[src/rtl/apb_uart_fifo.sv]
// 16550-subset UART on APB: TX/RX byte FIFOs, programmable divisor, 8N1 serial,
// line-status flags, loopback and a registered level interrupt.

module apb_uart_fifo_buf #(
    parameter int DEPTH = 16
) (
    input  logic       clk_i,
    input  logic       rst_i,
    input  logic       flush_i,
    input  logic       push_i,
    input  logic       pop_i,
    input  logic [7:0] wdata_i,
    output logic [7:0] rdata_o,
    output logic       empty_o,
    output logic       full_o
);
    localparam int AW = (DEPTH > 1) ? $clog2(DEPTH) : 1;
    localparam int CW = AW + 1;

    logic [7:0]    mem_q [DEPTH];
    logic [AW-1:0] wptr_q, rptr_q;
    logic [CW-1:0] cnt_q;
    logic          do_push, do_pop;

    assign empty_o = (cnt_q == '0);
    assign full_o  = (cnt_q == CW'(DEPTH));
    assign do_pop  = pop_i & ~empty_o;
    // A pop frees the slot the push lands in, so push+pop is legal when full.
    assign do_push = push_i & (~full_o | do_pop);
    assign rdata_o = mem_q[rptr_q];

    always_ff @(posedge clk_i or posedge rst_i) begin
        if (rst_i) begin
            wptr_q <= '0;
            rptr_q <= '0;
            cnt_q  <= '0;
        end else if (flush_i) begin
            wptr_q <= '0;
            rptr_q <= '0;
            cnt_q  <= '0;
        end else begin
            if (do_push) wptr_q <= wptr_q + 1'b1;
            if (do_pop)  rptr_q <= rptr_q + 1'b1;
            case ({do_push, do_pop})
                2'b10:   cnt_q <= cnt_q + 1'b1;
                2'b01:   cnt_q <= cnt_q - 1'b1;
                default: cnt_q <= cnt_q;
            endcase
        end
    end

    always_ff @(posedge clk_i) begin
        if (do_push && !flush_i) mem_q[wptr_q] <= wdata_i;
    end
endmodule

module apb_uart_fifo #(
    parameter int          TX_DEPTH  = 16,
    parameter int          RX_DEPTH  = 16,
    parameter logic [15:0] DIV_RESET = 16'd1
) (
    input  logic        clk_i,
    input  logic        rst_i,
    input  logic        psel_i,
    input  logic        penable_i,
    input  logic        pwrite_i,
    input  logic [31:0] paddr_i,
    input  logic [31:0] pwdata_i,
    input  logic [3:0]  pstrb_i,
    output logic [31:0] prdata_o,
    output logic        pready_o,
    output logic        pslverr_o,
    output logic        tx_o,
    input  logic        rx_i,
    output logic        irq_o
);
    typedef enum logic [1:0] {ST_IDLE, ST_START, ST_DATA, ST_STOP} uart_state_e;

    logic [7:0]  lcr_q, scr_q;
    logic [3:0]  ier_q;
    logic [4:0]  mcr_q;
    logic [15:0] div_q, div_eff;
    logic        fifo_en_q, oe_q, fe_q, irq_q;
    logic        rx_s1_q, rx_s2_q, rx_prev_q, rx_line;

    logic        strb_ok, access, wr_en, rd_en, dlab, unused_addr;
    logic [1:0]  lane;
    logic [2:0]  idx;
    logic [7:0]  wbyte, rbyte, lsr, iir;
    logic [3:0]  iid;
    logic        thr_wr, tx_push, rx_pop, lsr_rd, fcr_wr, oe_set, fe_set;
    logic        dr, thre, temt;

    logic        tx_empty, tx_full, tx_pop, tx_ser;
    logic [7:0]  tx_head;
    logic        rx_empty, rx_full, rx_push;
    logic [7:0]  rx_head;

    uart_state_e tx_state_q, tx_state_d, rx_state_q, rx_state_d;
    logic [15:0] tx_cnt_q, tx_cnt_d, tx_bdiv_q, tx_bdiv_d;
    logic [15:0] rx_cnt_q, rx_cnt_d, rx_bdiv_q, rx_bdiv_d;
    logic [2:0]  tx_bit_q, tx_bit_d, rx_bit_q, rx_bit_d;
    logic [7:0]  tx_sh_q, tx_sh_d, rx_sh_q, rx_sh_d;

    always_comb begin
        strb_ok = 1'b1;
        lane    = 2'd0;
        case (pstrb_i)
            4'b0001: lane = 2'd0;
            4'b0010: lane = 2'd1;
            4'b0100: lane = 2'd2;
            4'b1000: lane = 2'd3;
            default: strb_ok = 1'b0;
        endcase
    end

    assign unused_addr = ^paddr_i[31:3];
    assign idx     = paddr_i[2:0] + {1'b0, lane};
    assign wbyte   = pwdata_i[{lane, 3'b000} +: 8];
    assign access  = psel_i & penable_i;
    assign wr_en   = access & pwrite_i & strb_ok;
    assign rd_en   = access & ~pwrite_i & strb_ok;
    assign dlab    = lcr_q[7];
    assign thr_wr  = wr_en & (idx == 3'd0) & ~dlab;
    assign tx_push = thr_wr & ~tx_full;
    assign rx_pop  = rd_en & (idx == 3'd0) & ~dlab;
    assign lsr_rd  = rd_en & (idx == 3'd5);
    assign fcr_wr  = wr_en & (idx == 3'd2);
    assign oe_set  = rx_push & rx_full & ~rx_pop;

    assign pready_o  = 1'b1;
    assign pslverr_o = access & (~strb_ok | (thr_wr & tx_full));
    assign div_eff   = (div_q == 16'd0) ? 16'd1 : div_q;

    assign dr   = ~rx_empty;
    assign thre = tx_empty;
    assign temt = tx_empty & (tx_state_q == ST_IDLE);
    assign lsr  = {1'b0, temt, thre, 1'b0, fe_q, 1'b0, oe_q, dr};
    assign iir  = {fifo_en_q, fifo_en_q, 2'b00, iid};

    always_comb begin
        if (ier_q[2] && (oe_q || fe_q)) iid = 4'h6;
        else if (ier_q[0] && dr)        iid = 4'h4;
        else if (ier_q[1] && thre)      iid = 4'h2;
        else                            iid = 4'h1;
    end

    always_comb begin
        rbyte = 8'h00;
        case (idx)
            3'd0: rbyte = dlab ? div_q[7:0] : (rx_empty ? 8'h00 : rx_head);
            3'd1: rbyte = dlab ? div_q[15:8] : {4'h0, ier_q};
            3'd2: rbyte = iir;
            3'd3: rbyte = lcr_q;
            3'd4: rbyte = {3'b000, mcr_q};
            3'd5: rbyte = lsr;
            3'd7: rbyte = scr_q;
            default: rbyte = 8'h00;
        endcase
    end

    assign prdata_o = rd_en ? ({24'h0, rbyte} << {lane, 3'b000}) : 32'h0;

    always_ff @(posedge clk_i or posedge rst_i) begin
        if (rst_i) begin
            lcr_q <= '0; ier_q <= '0; mcr_q <= '0; scr_q <= '0;
            div_q <= DIV_RESET; fifo_en_q <= 1'b0;
            oe_q  <= 1'b0; fe_q <= 1'b0; irq_q <= 1'b0;
            rx_s1_q <= 1'b1; rx_s2_q <= 1'b1; rx_prev_q <= 1'b1;
        end else begin
            if (wr_en) begin
                case (idx)
                    3'd0: if (dlab) div_q[7:0] <= wbyte;
                    3'd1: if (dlab) div_q[15:8] <= wbyte; else ier_q <= wbyte[3:0];
                    3'd2: fifo_en_q <= wbyte[0];
                    3'd3: lcr_q <= wbyte;
                    3'd4: mcr_q <= wbyte[4:0];
                    3'd7: scr_q <= wbyte;
                    default: ;
                endcase
            end
            oe_q      <= (oe_q & ~lsr_rd) | oe_set;
            fe_q      <= (fe_q & ~lsr_rd) | fe_set;
            irq_q     <= ~iid[0];
            rx_s1_q   <= rx_line;
            rx_s2_q   <= rx_s1_q;
            rx_prev_q <= rx_s2_q;
        end
    end

    assign irq_o = irq_q;

    apb_uart_fifo_buf #(.DEPTH(TX_DEPTH)) u_tx_fifo (
        .clk_i(clk_i), .rst_i(rst_i), .flush_i(fcr_wr & wbyte[2]),
        .push_i(tx_push), .pop_i(tx_pop), .wdata_i(wbyte),
        .rdata_o(tx_head), .empty_o(tx_empty), .full_o(tx_full)
    );

    apb_uart_fifo_buf #(.DEPTH(RX_DEPTH)) u_rx_fifo (
        .clk_i(clk_i), .rst_i(rst_i), .flush_i(fcr_wr & wbyte[1]),
        .push_i(rx_push), .pop_i(rx_pop), .wdata_i(rx_sh_q),
        .rdata_o(rx_head), .empty_o(rx_empty), .full_o(rx_full)
    );

    always_ff @(posedge clk_i or posedge rst_i) begin
        if (rst_i) begin
            tx_state_q <= ST_IDLE; tx_cnt_q <= '0; tx_bdiv_q <= 16'd1; tx_bit_q <= '0;
            rx_state_q <= ST_IDLE; rx_cnt_q <= '0; rx_bdiv_q <= 16'd1; rx_bit_q <= '0;
        end else begin
            tx_state_q <= tx_state_d; tx_cnt_q <= tx_cnt_d; tx_bdiv_q <= tx_bdiv_d; tx_bit_q <= tx_bit_d;
            rx_state_q <= rx_state_d; rx_cnt_q <= rx_cnt_d; rx_bdiv_q <= rx_bdiv_d; rx_bit_q <= rx_bit_d;
        end
    end

    always_ff @(posedge clk_i) begin
        tx_sh_q <= tx_sh_d;
        rx_sh_q <= rx_sh_d;
    end

    // Each bit latches the divisor at its boundary, so a new divisor starts with the next bit.
    always_comb begin
        tx_state_d = tx_state_q; tx_cnt_d = tx_cnt_q + 16'd1; tx_bdiv_d = tx_bdiv_q;
        tx_bit_d = tx_bit_q; tx_sh_d = tx_sh_q; tx_pop = 1'b0;
        case (tx_state_q)
            ST_IDLE: begin
                tx_cnt_d = '0;
                if (!tx_empty) begin
                    tx_pop = 1'b1; tx_sh_d = tx_head; tx_bdiv_d = div_eff; tx_state_d = ST_START;
                end
            end
            ST_START: if (tx_cnt_q == tx_bdiv_q - 16'd1) begin
                tx_cnt_d = '0; tx_bdiv_d = div_eff; tx_bit_d = '0; tx_state_d = ST_DATA;
            end
            ST_DATA: if (tx_cnt_q == tx_bdiv_q - 16'd1) begin
                tx_cnt_d = '0; tx_bdiv_d = div_eff;
                if (tx_bit_q == 3'd7) tx_state_d = ST_STOP;
                else begin
                    tx_bit_d = tx_bit_q + 3'd1; tx_sh_d = {1'b0, tx_sh_q[7:1]};
                end
            end
            ST_STOP: if (tx_cnt_q == tx_bdiv_q - 16'd1) begin
                tx_cnt_d = '0; tx_bdiv_d = div_eff;
                if (!tx_empty) begin
                    tx_pop = 1'b1; tx_sh_d = tx_head; tx_state_d = ST_START;
                end else tx_state_d = ST_IDLE;
            end
            default: tx_state_d = ST_IDLE;
        endcase
    end

    always_comb begin
        tx_ser = 1'b1;
        case (tx_state_q)
            ST_START: tx_ser = 1'b0;
            ST_DATA:  tx_ser = tx_sh_q[0];
            default:  tx_ser = 1'b1;
        endcase
    end

    assign tx_o    = tx_ser | mcr_q[4];
    assign rx_line = mcr_q[4] ? tx_ser : rx_i;

    // rx_cnt counts from 1 so the start check lands at mid-bit and later samples every bdiv cycles.
    always_comb begin
        rx_state_d = rx_state_q; rx_cnt_d = rx_cnt_q + 16'd1; rx_bdiv_d = rx_bdiv_q;
        rx_bit_d = rx_bit_q; rx_sh_d = rx_sh_q; rx_push = 1'b0; fe_set = 1'b0;
        case (rx_state_q)
            ST_IDLE: begin
                rx_cnt_d = 16'd1;
                if (rx_prev_q && !rx_s2_q) begin
                    rx_bdiv_d = div_eff; rx_state_d = ST_START;
                end
            end
            ST_START: if (rx_cnt_q >= {1'b0, rx_bdiv_q[15:1]}) begin
                rx_cnt_d = 16'd1;
                if (rx_s2_q) rx_state_d = ST_IDLE;
                else begin
                    rx_bdiv_d = div_eff; rx_bit_d = '0; rx_state_d = ST_DATA;
                end
            end
            ST_DATA: if (rx_cnt_q >= rx_bdiv_q) begin
                rx_cnt_d = 16'd1; rx_bdiv_d = div_eff; rx_sh_d = {rx_s2_q, rx_sh_q[7:1]};
                if (rx_bit_q == 3'd7) rx_state_d = ST_STOP;
                else rx_bit_d = rx_bit_q + 3'd1;
            end
            ST_STOP: if (rx_cnt_q >= rx_bdiv_q) begin
                rx_push = 1'b1; fe_set = ~rx_s2_q; rx_state_d = ST_IDLE;
            end
            default: rx_state_d = ST_IDLE;
        endcase
    end
endmodule

[config.mk]
export PLATFORM = sky130hd
export DESIGN_NAME = apb_uart_fifo
export DESIGN_NICKNAME = d
export VERILOG_FILES = /design/src/rtl/apb_uart_fifo.sv
export SDC_FILE = /design/constraint.sdc
export NUM_CORES = 1
export LEC_CHECK = 0
export ABC_AREA = 1
export BUFFER_PORTS_ARGS = -buffer_cell sky130_fd_sc_hd__buf_4
export CAP_MARGIN = 20
export CORE_MARGIN = 10
export CORE_UTILIZATION = 60
export DETAILED_ROUTE_END_ITERATION = 6
export PLACE_DENSITY = 0.74
export SETUP_SLACK_MARGIN = 0.3
export SYNTH_ARGS = -nofsm -noshare
export SYNTH_HDL_FRONTEND = slang
export SYNTH_SLANG_ARGS = --single-unit
[constraint.sdc]
create_clock -name clk_i -period 6.4 [get_ports clk_i]
set_input_delay 0.96 -clock clk_i [delete_from_list [all_inputs] [get_ports clk_i]]
set_output_delay 0.96 -clock clk_i [all_outputs]
set_load 0.05 [all_outputs]
Word-level counts from Yosys, hierarchy flattened
Memories as Yosys holds them, arrays and structs flattened.
Index checks and enable logic that the tools add are counted.
- add/subtract/negate cells: 14
- multiply operators: 0
- divide/modulo/power cells: 0
- magnitude comparators: 2
- eq/ne operators: 39
- shift-type cells: 2
- muxes and demuxes: 77
- bitwise gates (word level): 42
- reductions and logical operators: 43
- operators with widths (cell ; count):
    $mux W16 ; 10
    $pmux W16 S3 ; 2
    $pmux W16 S2 ; 2
    $mux W8 ; 7
    $pmux W8 S7 ; 1
    $add A16 B1 Y16 const B ; 2
    $mux W32 ; 1
    $mux W4 ; 8
    $shiftx A32 B6 Y8 ; 1
    $shl A8 B5 Y32 ; 1
    $mux W3 ; 9
    $ne A2 B2 Y1 const B ; 13
    $and A1 B1 Y1 ; 25
    $mux W2 ; 12
    $pmux W8 S3 ; 1
    $pmux W5 S2 ; 2
    $reduce_and A5 Y1 ; 4
    $add A4 B1 Y4 const B ; 4
    $eq A16 B16 Y1 ; 1
    $ge A16 B15 Y1 ; 1
    $ge A16 B16 Y1 ; 1
    $logic_not A16 Y1 ; 1
    $pmux W2 S4 ; 2
    $sub A16 B1 Y16 const B ; 1
    35 further kinds ; 107
- register bits after elaboration: 164
- latch bits: 0
- memory bits (writable): 256
- ROM bits: 0
- input bits: 74
- output and inout port bits: 36
- word-level logic and storage cells: 250
- memories kept: 2
- memories (name ; depth ; bits a word ; read ports ; clocked after Yosys merged registers in ; wr ports ; RTL line ; source):
    u_rx_fifo.mem_q ; 16 ; 8 ; 1 ; 0 ; 1 ; 20 ; logic [7:0] mem_q [DEPTH];
    u_tx_fifo.mem_q ; 16 ; 8 ; 1 ; 0 ; 1 ; 20 ;

Logic depth before layout (Yosys ltp)
Gate-level depths: netlist of run 1.
- word-level depth: 12
- gate-level depth with buffers: 24
- mapped depth without buffers: 23

Modules after synthesis
Synthesis of run 1 repeated with hierarchy kept, for this count alone.
- cells, all modules: 2155
- area total of the unflattened synthesis: 20647.3 um2
- by module, submodules not included (module ; instances ; cells an instance ; area an instance (um2) ; seq. area each (um2)):
    apb_uart_fifo ; 1 ; 1136 ; 8554.5 ; 3540.9
    apb_uart_fifo_buf (u_tx_fifo) ; 1 ; 509 ; 6052.1 ; 4169.0
    apb_uart_fifo_buf (u_rx_fifo) ; 1 ; 510 ; 6040.8 ; 4169.0

Worst setup path before layout of run 1
No wires, ideal clock.
- path type: input to output
- start point: input port pstrb_i[0]
- end point: output port prdata_o[14]
- data arrival time: 3.749 ns
- required time: 5.440 ns
- setup slack: 1.691 ns
- cell stages on the path: 18
- path buffers: 1
- cell sequence: nor2_1 -> nand3_2 -> inv_2 -> buf_2 -> ha_1 -> inv_1 -> fa_1 -> inv_1 -> nand2_1 -> nand2_1 -> inv_1 -> nor2_1 -> inv_1 -> o32ai_1 -> nor3_1 -> nand2_1 -> nand2_1 -> nor2_1
- word-level cells in the longest chain between the ends: 7
- elaborated cells between the ends (all ways): 19
- classes of those cells: add/sub (1); eq/ne (10); shift (1); mux (4); bitwise (1); reduce/logical (2)
- RTL lines (what ; RTL line ; source):
    start: declaration ; 69 ; input logic [3:0] pstrb_i,
    $eq A4 B4 Y1 (tied with other cells) ; 108 ; case (pstrb_i)
    $pmux W2 S3 ; 108 ;
    $add A3 B2 Y3 ; 118 ; assign idx = paddr_i[2:0] + {1'b0, lane};
    $eq A3 B3 Y1 (tied with other cells) ; 150 ; case (idx)
    $pmux W8 S7 ; 150 ;
    $shl A8 B5 Y32 ; 162 ; assign prdata_o = rd_en ? ({24'h0, rbyte} << {lane, 3'b000}) : 32'h0;
    $mux W32 (*) ; 162 ;
    end: declaration ; 70 ; output logic [31:0] prdata_o,
Every way passes the cells marked *; elsewhere a longest branch is shown, timed or not.

Worst setup path in the final report of run 1
- start point: input port pstrb_i[0]
- end point: output port prdata_o[20]
Same word-level chain as after synthesis.

==> results of run 1 <==
[Yosys cell counts (4+ instances only)]
library cell  count  area, sq um
nand2_1         457         1720
edfxtp_1        272         8170
nor2_1          254          953
inv_1           201          754
o21ai_0         176          881
dfrtp_1         142         3550
nand3_1          97          485
a21oi_1          82          410
ha_1             62          776
clkbuf_1         47          176
nand4_1          24          150
nor3_1           23          115
buf_2            19         95.1
xnor2_1          19          166
o211ai_1         18          135
xor2_1           17          149
o21ai_2          16          140
o22ai_1          15         93.8
o2111ai_1        12          105
o221ai_1         12          105
nor2_2            8         50.1
nor3b_1           7         52.6
a22oi_1           6         45.0
dfstp_2           6          158
clkinv_1          5         18.8
nand2_2           5         31.3
o31ai_1           5         37.5
a22o_1            4         35.0
a31oi_1           4         25.0
mux2_2            4         45.0
nor4_1            4         25.0
[logic make-up after synthesis]
family                   Yosys count  synth area share (%)
AO/OA/AOI/OAI                    372                  11.0
AND/OR/NAND/NOR                  896                  18.6
other                              1                0.0186
adder cells (fa/ha/maj)           65                  4.14
multiplexers                       6                 0.322
buffers and inverters            281                  5.47
XOR/XNOR                          37                  1.67
flip-flops                       420                  58.8
[worst max-delay path, cell delays in order]
cell and delay, ps:
buf_4 120, nor2_1 130, nand3_2 90, buf_4 260, inv_2 90, ha_1 140, inv_1 50, fa_1 370
inv_1 60, nand2_1 40, nand2_1 140, inv_1 90, nand2_1 270, o22ai_1 130, a211oi_1 360, nand2_1 300
nand2_1 170, nor2_1 50, buf_4 220
[metrics by stage]
step	instances	hold WS (ps)	setup WS, ps
after global routing	2638	363	1130
after detailed placement	2554	352	1360
after floorplan	2078	345	1470
final	2638	362	1400
after global placement	2553	348	1490
after CTS	2636	363	1360
[power breakdown]
group / switching, mW / internal, mW / total [mW]
registers: 0.266 / 3.21 / 3.47
logic: 1.56 / 0.775 / 2.34
clock network: 1.10 / 1.48 / 2.58
[registers in the layout, summed over array words and instances, names as in the netlist, 2 cells and up, named ones only]
| register | flops |
|---|---|
| mcr_q | 5 |
| u_tx_fifo.rptr_q | 4 |
| u_tx_fifo.wptr_q | 4 |
| lcr_q | 8 |
| tx_sh_q | 8 |
| rx_bit_q | 3 |
| div_q | 16 |
| rx_bdiv_q | 16 |
| ier_q | 4 |
| u_rx_fifo.wptr_q | 4 |
| u_rx_fifo.mem_q | 128 |
| u_rx_fifo.rptr_q | 4 |
| tx_bit_q | 3 |
| tx_cnt_q | 16 |
| rx_cnt_q | 16 |
| tx_state_q | 2 |
| tx_bdiv_q | 16 |
| u_tx_fifo.mem_q | 128 |
| u_rx_fifo.cnt_q | 5 |
| u_tx_fifo.cnt_q | 5 |
| scr_q | 8 |
| rx_sh_q | 8 |
[area by class of cell]
class	instances	area share [%]
multi-input cells	1377	31.8
clock inverters	26	1.09
flip-flops and latches	420	52.3
clock buffers	56	5.45
repair buffers	103	3.40
well taps	448	2.47
inverters	208	3.46
[worst min-delay path by stage]
stage | slack (ps) | end | cells past startpoint | from
after global placement | 350 | rx_s2_q$_DFF_PP1_ | 0 | rx_s1_q$_DFF_PP1_
after detailed placement | 350 | rx_s2_q$_DFF_PP1_ | 0 | rx_s1_q$_DFF_PP1_
after CTS | 360 | rx_s2_q$_DFF_PP1_ | 0 | rx_s1_q$_DFF_PP1_
final | 360 | rx_s2_q$_DFF_PP1_ | 0 | rx_s1_q$_DFF_PP1_
after global routing | 360 | rx_s2_q$_DFF_PP1_ | 0 | rx_s1_q$_DFF_PP1_
after floorplan | 350 | rx_s2_q$_DFF_PP1_ | 0 | rx_s1_q$_DFF_PP1_
[layer usage]
metal	GRT usage, %	wire length [um]	part of all wire (%)
met1	31.6	21000	43
met2	37.6	23100	47
met3	4.95	3670	7.5
met4	8.13	1530	3.1
met5	0	11	0.022
==> results.json, run 1 <==
{
  "status": "complete, no violations",
  "drt-vias-per-instance": 5.73,
  "cts_setup_buffers": 0,
  "firstDrtPassIters": 6,
  "syn_avg_cell_area_sq_um": 9.72,
  "dp_hpwl_um": 33400,
  "design_area_sq_um": 22700,
  "postRouteAntennaNets": 0,
  "multi_input_area_sq_um": 7210,
  "start_util_pct": 60.5,
  "min_period_over_period_pct": 78.1,
  "reg2reg_depth": 21,
  "worstMarginPinSlew_ps": 990,
  "tritoncts.num_buffers": 44,
  "ys_ff_latch": 420,
  "clock_latency_ps": 590,
  "wire_per_inst_um": 18.7,
  "cts_resized": 0,
  "h-tree-depth": 2,
  "cp-end-kind": "output port",
  "layout_commonest_cell": "nand2_1",
  "crit_path_start_kind": "primary input",
  "fillers": 2584,
  "power_mw": 8.39,
  "cts_tree": "built",
  "ir_drop_v": 0.000241,
  "cts.sinks": 420,
  "r2r-end": "u_tx_fifo.cnt_q[4]$_DFFE_PP0P_",
  "place.gp.congestion": 0.901,
  "hold_class": "flop to flop",
  "ys_warn_count": 0,
  "drive_gt1_share_pct": 10.7,
  "antenna_found_initial": 1,
  "clock.fmax_mhz": 200,
  "drcViolationCount": 0,
  "crit_path_end": "prdata_o[20]",
  "dieArea_sq_um": 41400,
  "cp-startpoint": "pstrb_i[0]",
  "rows": 67,
  "p_leak_nw": 9.53,
  "slew_viol_final": 0,
  "fin_nets": 2293,
  "area_growth_pct": 12.4,
  "power.density_nw_per_um2": 370,
  "async_reset_ff_share_pct": 35.2,
  "clk_pin_slew_ps": 70,
  "setup_viol": 0,
  "slew_headroom_pct": 33.8,
  "synthFlopType": "edfxtp_1",
  "die_width_um": 203,
  "grt_max_degree": 105,
  "dr_total_vias": 15100,
  "postSynthCellCount": 2078,
  "timing.critical_path.arrival_ps": 4040,
  "required_ps": 5440,
  "r2r_slack_ps": 2600,
  "routed_wl_um": 49300,
  "grt_overflow": 0,
  "grt_pass1_vias": 14500,
  "die_h_um": 203,
  "rr_startpoint": "tx_bdiv_q[0]$_DFFE_PP1P_",
  "path_max_fanout": 25,
  "core_area_sq_um": 33400,
  "critPathKind": "primary input to output port",
  "ys_types": 57,
  "fin_tns_setup_ps": 0,
  "fin_crit_ps": 5000,
  "rsz0062_at_grt": "no",
  "final-seq-area_sq_um": 11900,
  "most-common-layout-cells": "457 x nand2_1, 272 x edfxtp_1, 254 x nor2_1",
  "post_dp_cell_area_sq_um": 21200,
  "ios": 110,
  "maxCapViolCount": 0,
  "synth_nets": 2217,
  "antenna_cells": 0,
  "numPortBuffers": 79,
  "drt_iter0_drc": 1493,
  "finalClockSkew_ps": 35.1,
  "grtUsageTotal_pct": 23.6,
  "root_buffer": "clkbuf_16",
  "synthesis.area_sq_um": 20200,
  "synth-edff-count": 272,
  "fin_util_pct": 68.0,
  "grt_pass1_wl_um": 77600,
  "cts_hold_buf": 0,
  "ys_seq_area_share_pct": 58.8,
  "clockBufferDepth": 3,
  "hold_viol": 0
}
(Power assumes the default switching activity.)
==> inputs of run 2 (changes only) <==
--- a/config.mk
+++ b/config.mk
@@ -9,9 +9,9 @@
 export BUFFER_PORTS_ARGS = -buffer_cell sky130_fd_sc_hd__buf_4
 export CAP_MARGIN = 20
 export CORE_MARGIN = 10
-export CORE_UTILIZATION = 60
+export CORE_UTILIZATION = 56
 export DETAILED_ROUTE_END_ITERATION = 6
-export PLACE_DENSITY = 0.74
+export PLACE_DENSITY = 0.73
 export SETUP_SLACK_MARGIN = 0.3
 export SYNTH_ARGS = -nofsm -noshare
 export SYNTH_HDL_FRONTEND = slang
==> constraint.sdc (replaced) <==
create_clock -name clk_i -period 4.5 [get_ports clk_i]
set_input_delay 0.675 -clock clk_i [delete_from_list [all_inputs] [get_ports clk_i]]
set_output_delay 0.675 -clock clk_i [all_outputs]
set_load 0.05 [all_outputs]
==> run 2 against run 1 <==
The flow now finishes with violations (design-rule violations). Clock skew decreased by 9.1 ps. Register-to-register slack got worse by 1900 ps. Final cell count increased by 1.9%. Critical path depth decreased by 4. Worst setup slack got worse by 900 ps. Critical endpoint is now prdata_o[4]. Highest routed layer unchanged.
==> results.json, run 2 (same netlist as run 1, synthesis figures left out) <==
{
  "routed_wl_um": 48900,
  "firstDrtPassIters": 7,
  "cts_hold_buf": 0,
  "top_regs": "u_rx_fifo.mem_q: 128 flops, u_tx_fifo.mem_q: 128 flops",
  "grt_pass1_vias": 14600,
  "r2r-end": "u_tx_fifo.cnt_q[4]$_DFFE_PP0P_",
  "wire_per_inst_um": 18.2,
  "path_buf_inv": 4,
  "path_cells": "buf_4 > nor2_1 > nand3_2 > inv_2 > ha_1 > inv_1 > fa_1 > nor2_1 > nand2_1 > o22ai_1 > a211oi_1 > nand2_1 > nand2_1 > nor2_1 > buf_4",
  "start_util_pct": 56.8,
  "grt_max_degree": 149,
  "clockBufferDepth": 3,
  "slew_viol_final": 0,
  "r2r_slack_ps": 730,
  "min_period_over_period_pct": 88.9,
  "clk_pin_slew_ps": 60,
  "grt_overflow": 0,
  "switching_share_pct": 34.5,
  "cts.sinks": 420,
  "clock_latency_ps": 590,
  "comb_power_share_pct": 28.0,
  "slowest_stage": "fa_1",
  "ir_drop_v": 0.000453,
  "layout.cells.non_filler": 2687,
  "grt_pass1_wl_um": 77200,
  "power.density_nw_per_um2": 520,
  "worstMarginPinSlew_ps": 1100,
  "fin_tns_setup_ps": 0,
  "dp_cells": 2604,
  "p_clk_share_pct": 30.9,
  "antenna_found_initial": 2,
  "fillers": 2755,
  "numPortBuffers": 79,
  "violations": "design-rule violations",
  "hold_viol": 0,
  "status": "finished with violations",
  "clock.fmax_mhz": 250,
  "core_area_sq_um": 35600,
  "root_buffer": "clkbuf_16",
  "seqPwrFrac_pct": 41.2,
  "cts_tree": "built",
  "drcViolationCount": 3,
  "path_max_fanout": 9,
  "critPathKind": "primary input to output port",
  "tritoncts.num_buffers": 45,
  "h-tree-depth": 2,
  "switching_power_mw": 4.14,
  "hold_class": "primary input to asynchronous set/reset pin",
  "drt_iter0_drc": 1615,
  "max_stage_delay_ps": 590,
  "dieArea_sq_um": 44100,
  "rsz0062_at_grt": "yes",
  "grtUsageTotal_pct": 21.8,
  "timing.critical_path.arrival_ps": 3330,
  "rows": 69,
  "setup_viol": 0,
  "ios": 110,
  "slew_headroom_pct": 26.7,
  "p_int_mw": 7.85,
  "crit_family": "simple AND/OR/NAND/NOR gates",
  "rr_startpoint": "tx_bdiv_q[0]$_DFFE_PP1P_",
  "postRouteAntennaNets": 0,
  "area_growth_pct": 14.1,
  "antenna_cells": 0,
  "dp_hpwl_um": 33000,
  "drive_gt1_share_pct": 12.3,
  "layout_commonest_cell": "nand2_1",
  "drt-vias-per-instance": 5.66,
  "die_h_um": 210,
  "dr_total_vias": 15200,
  "crit_path_start_kind": "primary input",
  "p_leak_nw": 9.72,
  "die_width_um": 210,
  "required_ps": 3830,
  "finalClockSkew_ps": 26.0,
  "fin_crit_ps": 4000,
  "maxCapViolCount": 0,
  "place.gp.congestion": 0.915,
  "most-common-layout-cells": "453 x nand2_1, 272 x edfxtp_1, 251 x nor2_1",
  "fin_nets": 2329,
  "cp-end-kind": "output port",
  "reg2reg_depth": 21
}
run 2: worst reg2reg max path: stages (launching register included):
cell and delay (ps):
dfstp_2 550, inv_1 90, ha_1 240, nand2_1 70
nor2_1 60, xor2_1 160, nand2_1 60, nor2_1 80
nand2_1 50, nor2_1 210, nand3_1 200, nand2_1 230
nand2_1 170, inv_1 160, ha_1 290, inv_1 80
fa_1 400, o21ai_1 190, a21oi_1 80, o21ai_0 90
o21ai_0 100, a21oi_1 140
run 2: final cells by class:
| class | instances | area (sq um) | area share [%] |
|---|---|---|---|
| multi-input combinational | 1377 | 7240 | 31.4 |
| timing repair buffer | 138 | 1070 | 4.64 |
| clock inverter | 24 | 297 | 1.29 |
| clock buffer | 59 | 1190 | 5.16 |
| tap | 461 | 577 | 2.50 |
| inverter | 208 | 785 | 3.40 |
| sequential | 420 | 11900 | 51.6 |
run 2: layer usage:
layer | share of wire (%) | vias to the layer above | GRT usage [%] | routed length [um]
li1 | - | 7282 | - | -
met1 | 43 | 7275 | 30.2 | 21100
met2 | 47 | 552 | 34.6 | 22900
met3 | 7.0 | 107 | 3.00 | 3420
met4 | 3.0 | 2 | 8.19 | 1460
met5 | 0.072 | - | 0 | 35
run 2: repair_timing:
| item | CTS | global route |
|---|---|---|
| buffers inserted | 0 | 0 |
| pin swaps | 0 | 1 |
| hold endpoints to repair | 0 | 0 |
| gates resized for setup | 1 | 14 |
| cloned | 0 | 0 |
| endpoints found under the setup margin | 1 | 29 |
run 2: through the flow:
step                instance area, sq um  hold slack, ps  setup slack (ps)  utilization [%]  power, mW
CTS                                23000             319               391             64.7       12.0
floorplan                          20200             345               361                -       7.39
finish                             23000             282               499             64.8       12.0
detailed placement                 21500             350               251             60.5       8.31
global placement                   21500             347               360             60.5       8.14
global route                       23000             332               289             64.8       12.7
run 2: worst max-delay path by stage:
stage | start | endpoint | slack, ps | cells after the start
6_report | pstrb_i[0] | prdata_o[4] | 500 | 15
5_1_grt | pstrb_i[0] | prdata_o[11] | 290 | 20
4_1_cts | pstrb_i[0] | prdata_o[19] | 390 | 20
3_5_place_dp | pstrb_i[0] | u_tx_fifo.cnt_q[4]$_DFFE_PP0P_ | 250 | 20
3_3_place_gp | pstrb_i[0] | u_tx_fifo.cnt_q[4]$_DFFE_PP0P_ | 360 | 20
2_1_floorplan | pstrb_i[0] | prdata_o[14] | 360 | 18
run 2: power groups by stage:
| stage | Clock (mW) | Sequential, mW | Combinational, mW |
|---|---|---|---|
| 6_report | 3.70 | 4.93 | 3.35 |
| 5_1_grt | 3.90 | 4.98 | 3.78 |
| 4_1_cts | 3.75 | 4.93 | 3.33 |
| 3_5_place_dp | 0 | 5.00 | 3.31 |
| 3_3_place_gp | 0 | 4.98 | 3.15 |
| 2_1_floorplan | 0 | 4.85 | 2.53 |
